<file path="src/rtl/bf_host_port.sv">
// bf_host_port: host-side peer of bf_machine's I/O streams.
// Buffers host words into the machine input channel and machine output words
// toward the host, both through first-word-fall-through FIFOs. When
// EOF_TIMEOUT > 0, a machine that keeps waiting on an empty input buffer for
// EOF_TIMEOUT consecutive cycles is offered a single EOF_VALUE word.
// Ports:
//   clk, rst                       clock and asynchronous active-low reset
//   host_wr_data/valid/ready       host producer -> input FIFO
//   host_rd_data/valid/ready       output FIFO -> host consumer
//   machine_input/_valid/_ready    input FIFO (or EOF word) -> machine
//   machine_output/_valid/_ready   machine -> output FIFO
//   in_level, out_level            FIFO occupancy
//   eof_sent                       sticky, set once an EOF word transfers
module bf_host_port #(
  parameter int                   WORD_SIZE   = 8,
  parameter int                   IN_DEPTH    = 4,
  parameter int                   OUT_DEPTH   = 4,
  parameter int                   EOF_TIMEOUT = 0,
  parameter logic [WORD_SIZE-1:0] EOF_VALUE   = '0
) (
  input  logic                         clk,
  input  logic                         rst,
  input  logic [WORD_SIZE-1:0]         host_wr_data,
  input  logic                         host_wr_valid,
  output logic                         host_wr_ready,
  output logic [WORD_SIZE-1:0]         host_rd_data,
  output logic                         host_rd_valid,
  input  logic                         host_rd_ready,
  output logic [WORD_SIZE-1:0]         machine_input,
  output logic                         machine_input_valid,
  input  logic                         machine_input_ready,
  input  logic [WORD_SIZE-1:0]         machine_output,
  input  logic                         machine_output_valid,
  output logic                         machine_output_ready,
  output logic [$clog2(IN_DEPTH):0]    in_level,
  output logic [$clog2(OUT_DEPTH):0]   out_level,
  output logic                         eof_sent
);

  localparam int IAW = $clog2(IN_DEPTH);
  localparam int OAW = $clog2(OUT_DEPTH);
  localparam int CW  = $clog2(EOF_TIMEOUT + 1) + 1;
  localparam logic [IAW:0]  IN_FULL_LVL  = (IAW + 1)'(IN_DEPTH);
  localparam logic [OAW:0]  OUT_FULL_LVL = (OAW + 1)'(OUT_DEPTH);
  localparam logic [CW-1:0] CNT_LAST     = CW'((EOF_TIMEOUT > 0) ? (EOF_TIMEOUT - 1) : 0);
  localparam bit            EOF_EN       = (EOF_TIMEOUT > 0);

  typedef enum logic [1:0] {
    ST_IDLE   = 2'd0,
    ST_WAIT   = 2'd1,
    ST_INJECT = 2'd2
  } eof_state_t;

  logic [WORD_SIZE-1:0] in_mem_r  [IN_DEPTH];
  logic [IAW-1:0]       in_rd_ptr_r, in_wr_ptr_r;
  logic [IAW:0]         in_cnt_r;
  logic [WORD_SIZE-1:0] out_mem_r [OUT_DEPTH];
  logic [OAW-1:0]       out_rd_ptr_r, out_wr_ptr_r;
  logic [OAW:0]         out_cnt_r;
  eof_state_t           state_r;
  logic [CW-1:0]        starve_cnt_r;
  logic                 eof_sent_r;

  logic in_empty_s, in_full_s, in_push_s, in_pop_s;
  logic out_empty_s, out_full_s, out_push_s, out_pop_s;
  logic inject_s, starved_s;

  assign in_empty_s  = (in_cnt_r == '0);
  assign in_full_s   = (in_cnt_r == IN_FULL_LVL);
  assign out_empty_s = (out_cnt_r == '0);
  assign out_full_s  = (out_cnt_r == OUT_FULL_LVL);
  assign inject_s    = (state_r == ST_INJECT);

  // Readiness looks only at the current level, so a full FIFO refuses a
  // write even in a cycle where it is also popped.
  assign in_push_s  = host_wr_valid & ~in_full_s;
  assign in_pop_s   = machine_input_ready & ~inject_s & ~in_empty_s;
  assign out_push_s = machine_output_valid & ~out_full_s;
  assign out_pop_s  = host_rd_ready & ~out_empty_s;

  // A cycle counts as starved only if the FIFO stays empty across the edge;
  // a same-cycle host push already means real data is on its way.
  assign starved_s = machine_input_ready & in_empty_s & ~in_push_s;

  assign host_wr_ready        = ~in_full_s;
  assign machine_output_ready = ~out_full_s;
  assign machine_input_valid  = inject_s | ~in_empty_s;
  assign host_rd_valid        = ~out_empty_s;
  assign in_level             = in_cnt_r;
  assign out_level            = out_cnt_r;
  assign eof_sent             = eof_sent_r;

  // Word presented to the machine: committed EOF first, else FIFO head.
  always_comb begin
    if (inject_s) begin
      machine_input = EOF_VALUE;
    end else if (!in_empty_s) begin
      machine_input = in_mem_r[in_rd_ptr_r];
    end else begin
      machine_input = '0;
    end
  end

  // Word presented to the host: output FIFO head, zero when empty.
  always_comb begin
    if (!out_empty_s) begin
      host_rd_data = out_mem_r[out_rd_ptr_r];
    end else begin
      host_rd_data = '0;
    end
  end

  // Input FIFO storage, pointers and occupancy.
  always_ff @(posedge clk or negedge rst) begin
    if (!rst) begin
      for (int i = 0; i < IN_DEPTH; i++) in_mem_r[i] <= '0;
      in_rd_ptr_r <= '0;
      in_wr_ptr_r <= '0;
      in_cnt_r    <= '0;
    end else begin
      if (in_push_s) begin
        in_mem_r[in_wr_ptr_r] <= host_wr_data;
        in_wr_ptr_r           <= in_wr_ptr_r + IAW'(1);
      end
      if (in_pop_s) begin
        in_rd_ptr_r <= in_rd_ptr_r + IAW'(1);
      end
      case ({in_push_s, in_pop_s})
        2'b10:   in_cnt_r <= in_cnt_r + (IAW + 1)'(1);
        2'b01:   in_cnt_r <= in_cnt_r - (IAW + 1)'(1);
        default: in_cnt_r <= in_cnt_r;
      endcase
    end
  end

  // Output FIFO storage, pointers and occupancy.
  always_ff @(posedge clk or negedge rst) begin
    if (!rst) begin
      for (int i = 0; i < OUT_DEPTH; i++) out_mem_r[i] <= '0;
      out_rd_ptr_r <= '0;
      out_wr_ptr_r <= '0;
      out_cnt_r    <= '0;
    end else begin
      if (out_push_s) begin
        out_mem_r[out_wr_ptr_r] <= machine_output;
        out_wr_ptr_r            <= out_wr_ptr_r + OAW'(1);
      end
      if (out_pop_s) begin
        out_rd_ptr_r <= out_rd_ptr_r + OAW'(1);
      end
      case ({out_push_s, out_pop_s})
        2'b10:   out_cnt_r <= out_cnt_r + (OAW + 1)'(1);
        2'b01:   out_cnt_r <= out_cnt_r - (OAW + 1)'(1);
        default: out_cnt_r <= out_cnt_r;
      endcase
    end
  end

  // EOF timeout FSM: count consecutive starved cycles, then commit to EOF.
  always_ff @(posedge clk or negedge rst) begin
    if (!rst) begin
      state_r      <= ST_IDLE;
      starve_cnt_r <= '0;
      eof_sent_r   <= 1'b0;
    end else begin
      case (state_r)
        ST_IDLE: begin
          if (EOF_EN && starved_s) begin
            if (EOF_TIMEOUT == 1) begin
              state_r      <= ST_INJECT;
              starve_cnt_r <= '0;
            end else begin
              state_r      <= ST_WAIT;
              starve_cnt_r <= CW'(1);
            end
          end else begin
            starve_cnt_r <= '0;
          end
        end
        ST_WAIT: begin
          if (!starved_s) begin
            state_r      <= ST_IDLE;
            starve_cnt_r <= '0;
          end else if (starve_cnt_r == CNT_LAST) begin
            state_r      <= ST_INJECT;
            starve_cnt_r <= '0;
          end else begin
            starve_cnt_r <= starve_cnt_r + CW'(1);
          end
        end
        ST_INJECT: begin
          // Held until taken, even if host data arrives meanwhile.
          if (machine_input_ready) begin
            eof_sent_r <= 1'b1;
            state_r    <= ST_IDLE;
          end else begin
            state_r    <= ST_INJECT;
          end
        end
        default: begin
          state_r      <= ST_IDLE;
          starve_cnt_r <= '0;
        end
      endcase
    end
  end

endmodule
</file>
<file path="config.mk">
export PLATFORM = sky130hd
export DESIGN_NAME = bf_host_port
export DESIGN_NICKNAME = d
export VERILOG_FILES = /design/src/rtl/bf_host_port.sv
export SDC_FILE = /design/constraint.sdc
export NUM_CORES = 1
export LEC_CHECK = 0
export ABC_CLOCK_PERIOD_IN_PS = 2500
export BUFFER_PORTS_ARGS = -buffer_cell sky130_fd_sc_hd__buf_2
export CAP_MARGIN = 20
export CORE_ASPECT_RATIO = 1.25
export CORE_UTILIZATION = 50
export CTS_CLUSTER_DIAMETER = 60
export DETAILED_ROUTE_END_ITERATION = 8
export PLACE_DENSITY_LB_ADDON = 0.05
export SLEW_MARGIN = 20
export SYNTH_ARGS = -nofsm -noshare
export SYNTH_HDL_FRONTEND = slang
export SYNTH_SLANG_ARGS = --single-unit
</file>
<file path="constraint.sdc">
create_clock -name clk -period 2.5 [get_ports clk]
set_input_delay 0.375 -clock clk [delete_from_list [all_inputs] [get_ports clk]]
set_output_delay 0.375 -clock clk [all_outputs]
set_load 0.02 [all_outputs]
</file>
# Yosys cells after proc, flatten, opt, wreduce, memory -nomap -nowiden
# Cells that the tools add are included.
[word_totals]
ff_bits = 82
word_cells = 93
[classes]
addsub = 9
order_cmp = 6
eq_ne = 9
n_mux = 24
bitwise_logic = 19
n_reduce_logical = 9
[ops]
columns = ["cell", "n"]
rows = [
  ["$mux W8", 9],
  ["$bwmux W32", 2],
  ["$bmux W8 S2", 2],
  ["$demux W8 S2", 2],
  ["$ge A3 B3 Y1 const B", 4],
  ["$not A2 Y3", 4],
  ["$pmux W3 S2", 2],
  ["$add A2 B1 Y2 const B", 4],
  ["$and A1 B1 Y1", 7],
  ["$not A1 Y1", 7],
  ["$add A3 B1 Y3 const B", 2],
  ["$eq A2 B1 Y1 const B", 3],
  ["$eq A2 B2 Y1 const B", 3],
  ["$eq A3 B3 Y1 const B", 2],
  ["$logic_not A3 Y1", 2],
  ["$lt A3 B1 Y1 const B", 2],
  ["$mux W2", 3],
  ["$pmux W2 S3", 1],
  ["$sub A3 B1 Y3 const B", 2],
  ["$reduce_and A2 Y1", 2],
  ["$reduce_bool A2 Y1", 2],
  ["$ne A3 B3 Y1 const B", 1],
  ["$logic_and A1 B1 Y1", 2],
  ["$logic_not A2 Y1", 1],
  ["4 further kinds", 5],
]

# Logic depth before layout (Yosys ltp)
[depth]
depth_word = 7
mapped_depth = 9
depth_no_buf = 8

# Least setup slack after synthesis
# No wires, ideal clock.
[synth_timing]
path_type = "register to register"
startpoint = "register out_cnt_r[0], in the netlist out_level[0]"
endpoint = "register out_cnt_r[2], in the netlist out_level[2]"
arrival_ps = 2115
path_slack_ps = 305
path_stages_with_launch = 10
n_path_buf = 1
synth_period_minus_slack_ps = 2195
cell_sequence = "dfrtp_1 > or3b_1 > buf_6 > nand2_1 > ha_1 > inv_1 > fa_1 > xor2_1 > nor2_1 > xor2_1"
[synth_via]
elab_chain_cells = 5
elab_cells_between_ends = 12
classes_between = "2 x add/sub; 3 x eq/ne; 1 x mux; 4 x bitwise; 2 x reduce/logical"
[synth_rtl]
columns = ["element", "line_no", "rtl"]
rows = [
  ["from (decl)", "59", "logic [OAW:0] out_cnt_r;"],
  ["from (signal assigned)", "152", "2'b10: out_cnt_r <= out_cnt_r + (OAW + 1)'(1);"],
  ["from (signal assigned)", "153", "2'b01: out_cnt_r <= out_cnt_r - (OAW + 1)'(1);"],
  ["from (signal assigned)", "154", "default: out_cnt_r <= out_cnt_r;"],
  ["$eq A3 B3 Y1 (*)", "71", "assign out_full_s = (out_cnt_r == OUT_FULL_LVL);"],
  ["$not A1 Y1 (*)", "--", ""],
  ["net machine_output_ready", "34", "output logic machine_output_ready,"],
  ["$and A1 B1 Y1 (*)", "78", "assign out_push_s = machine_output_valid & ~out_full_s;"],
  ["$eq A2 B1 Y1 or $eq A2 B2 Y1 (tied branches)", "151", "case ({out_push_s, out_pop_s})"],
  ["$pmux W3 S2 or $reduce_bool A2 Y1 (tied branches)", "--", ""],
]
# The timed path passes the listed nets; every way through them passes the cells marked *.
# A chain may end at the register's enable or synchronous reset.

# Final worst setup path
[layout_timing]
startpoint = "register in_rd_ptr_r[0]"
endpoint = "output machine_input[6]"
[layout_via]
elab_chain_cells = 6
[layout_rtl]
columns = ["element", "line_no", "rtl"]
rows = [
  ["from (decl)", "55", "logic [IAW-1:0] in_rd_ptr_r, in_wr_ptr_r;"],
  ["from (signal assigned)", "126", "in_rd_ptr_r <= in_rd_ptr_r + IAW'(1);"],
  ["$not A2 Y3 (implied by the code)", "98", "machine_input = in_mem_r[in_rd_ptr_r];"],
  ["$bmux W8 S2", "98", ""],
  ["$mux W8 (implied by the code) (2 in a row)", "98", ""],
  ["$mux W8", "97", "end else if (!in_empty_s) begin"],
  ["$mux W8", "95", "if (inject_s) begin"],
  ["to (decl)", "29", "output logic [WORD_SIZE-1:0] machine_input,"],
]
# Every way passes these cells. The select of a mux whose other input is x is not followed.

==> results.toml <==
[sta]
slew_headroom = 0.616
worst_pin_slew_ns = 0.576
finalCritPeriodShare = 0.922
clock_skew_ns = 0.0114
timing.fmax_ghz = 0.434
maxSlewViolCount = 0
rsz0062_at_grt = "false"
setup_slack_ns = 0.195
post-route-min-period_ns = 2.30
setup_viol = 0
tns_ns = 0
report.final.hold_viol_count = 0

[logic_synthesis]
synth_edf_count = 0
synth_ff_type = "dfrtp_1"
synth_top_area_share = 0.490
synth_warnings = 0
yosysSeqAreaShare = 0.490
yosys-top-cells-count = "dfrtp_1 (80), mux2_4 (64), mux4_2 (16)"
avgSynthCellArea_um2 = 16.2
synth_cells = 253
synth-seq-cells = 80
netlist_area_um2 = 4090
synth_cell_type_count = 26
yosysTopAreaCell = "dfrtp_1"
synth_area_leaders = "dfrtp_1 (49%), mux2_4 (24%), mux4_2 (8.8%), ha_1 (3.1%), buf_6 (2.8%)"
synth-async-reset-ratio = 1.00
syn-num-nets = 287
yosysMostFrequentCell = "dfrtp_1"

[grt]
grt_max_degree = 42
grt_pass1_vias = 2266
grt.overflow.total = 0
grt_pass1_wl_mm = 11.8
grtUsageTotal = 0.183
antenna_found_initial = 0

[power_and_ir_drop]
switchingPower_mw = 2.37
p_comb_frac = 0.498
swShare = 0.354
max-vdd-ir-drop_v = 0.000736
leakagePower_nw = 2.13
p_seq_frac = 0.368
p_int_mw = 4.32
clkPwrFrac = 0.134
powerDensity_nw_per_um2 = 1470

[finish]
antenna-diode-count = 0
fillerInstances = 639
fin_nets = 337
layout-drive-gt1-share = 0.529
syn_to_final_growth_pct = 11.4

[worst_hold_path]
hold_path.class = "input pin to async pin"

[detailed_routing]
drc_errors = 0
vias = 2123
detail-route-antenna-nets = 0
viasPerCell = 5.27
drt-wirelength-per-cell_um = 17.7
dr.pass1.iters = 4
wl_mm = 7.13
drt_iter0_drc = 50

[worst_setup_path]
r2r_cells = 8
cp.arrival_ns = 1.93
path_class = "flip-flop to primary output"
critPathMaxFanout = 9
rr_endpoint = "out_level[2]"
endpoint_kind = "primary output"
r2r_slack_ns = 0.30
crit_required_ns = 2.12
r2r_start = "out_level[0]"
crit_path_start_kind = "flip-flop"

[clocking]
cts_tree = "built"
clk_pin_slew_ns = 0.09
cts_buffer_depth = 2
cts_sinks = 80
cts_made_buffers = 9
ctsHoldBuffers = 0
root_buffer = "clkbuf_8"
ctsResizeCount = 0
worstSkewPairLatency_ns = 0.35
post-cts-setup-buffer-count = 0
htree_levels = 3

[placement]
gp_congestion = 0.686
dp_slack_ns = 0.305
dp_hpwl_mm = 4.92
portBuffers = 48

[die]
floorplan.rows = 36
start_util = 0.522
die_x_um = 82.9
coreArea_um2 = 7840
die_area_um2 = 8540
ios = 49
die_h_um = 103

[run]
drv_cap = 0

[status]
status = "finished clean"
-- placed cells by master (no fill, tap or decap), types with 2 or more instances in the layout --
cell / synthesis / final
and2_1: 9 / 9
and3_4: 8 / 8
buf_2: 2 / 47
buf_4: 0 / 8
clkbuf_8: 0 / 10
clkinv_4: 0 / 3
dfrtp_1: 80 / 80
fa_1: 2 / 2
ha_1: 10 / 10
inv_1: 7 / 7
inv_6: 0 / 2
mux2_2: 3 / 3
mux2_4: 64 / 64
mux4_2: 16 / 16
nand2_1: 4 / 4
nor2_1: 2 / 2
nor2b_1: 9 / 9
nor3_1: 2 / 2
or3b_1: 2 / 2
xnor2_1: 6 / 6
xor2_1: 6 / 6
-- logic make-up after synthesis --
family	after synthesis	synth area share
muxes	83	0.331
adders and majority gates	12	0.0404
AOI/OAI and AO/OA	2	0.00306
xor gates and xnor gates	12	0.0257
and+or+nand+nor	41	0.0695
buffers and inverters	23	0.0401
DFF	80	0.490
-- worst max path at each step --
stage,start,to,slack (ns),cells past startpoint
detailed placement,out_level[0],out_level[2],0.30,8
floorplan,out_level[0],out_level[2],0.31,9
finish,in_rd_ptr_r[0],machine_input[6],0.20,3
CTS,in_rd_ptr_r[0],machine_input[6],0.14,3
global placement,out_level[0],out_level[2],0.37,8
global route,in_rd_ptr_r[0],machine_input[6],0.07,3
-- power by group through the flow --
stage	combinational, mW	clock [mW]	sequential (mW)
floorplan	2.81	0	2.31
global placement	3.34	0	2.46
detailed placement	3.39	0	2.47
CTS	3.39	0.920	2.47
global route	3.61	0.967	2.55
finish	3.33	0.894	2.46
-- worst max-delay path, stage by stage, from the launching register on --
cell and delay (ns):
dfrtp_1 0.71, mux4_2 0.58, nor2b_1 0.15, buf_2 0.16
-- layer usage --
layer	track usage	share of wire
met5	0	0
met4	0.0756	0.014
met3	0.0344	0.027
met2	0.313	0.50
met1	0.232	0.46
-- state kept, by name, indices dropped and copies added, names as in the netlist --
name	count
in_mem_r	32
state_r	1
in_rd_ptr_r	2
out_mem_r	32
out_wr_ptr_r	2
in_wr_ptr_r	2
out_level	3
eof_sent	1
in_level	3
out_rd_ptr_r	2
-- cell type report --
cell class	instances	area (um2)	area share
flip-flops and latches	80	2000	0.440
clock buffers	10	138	0.0302
multi-input cells	150	1920	0.422
well taps	95	119	0.0261
clock inverters	6	51.3	0.0113
repair buffers	55	295	0.0649
inverters	7	26.3	0.00577
-- through the flow --
step	cell area (um2)	total power, mW	hold WS (ns)	instances	util
floorplan	4090	5.11	0.0794	253	-
global placement	4360	5.81	0.389	387	0.557
detailed placement	4360	5.86	0.387	387	0.557
CTS	4550	6.78	0.00579	403	0.581
global route	4550	7.13	0.0282	403	0.581
finish	4550	6.69	0.00106	403	0.581
No activity file was read; power rests on OpenSTA's default activity.
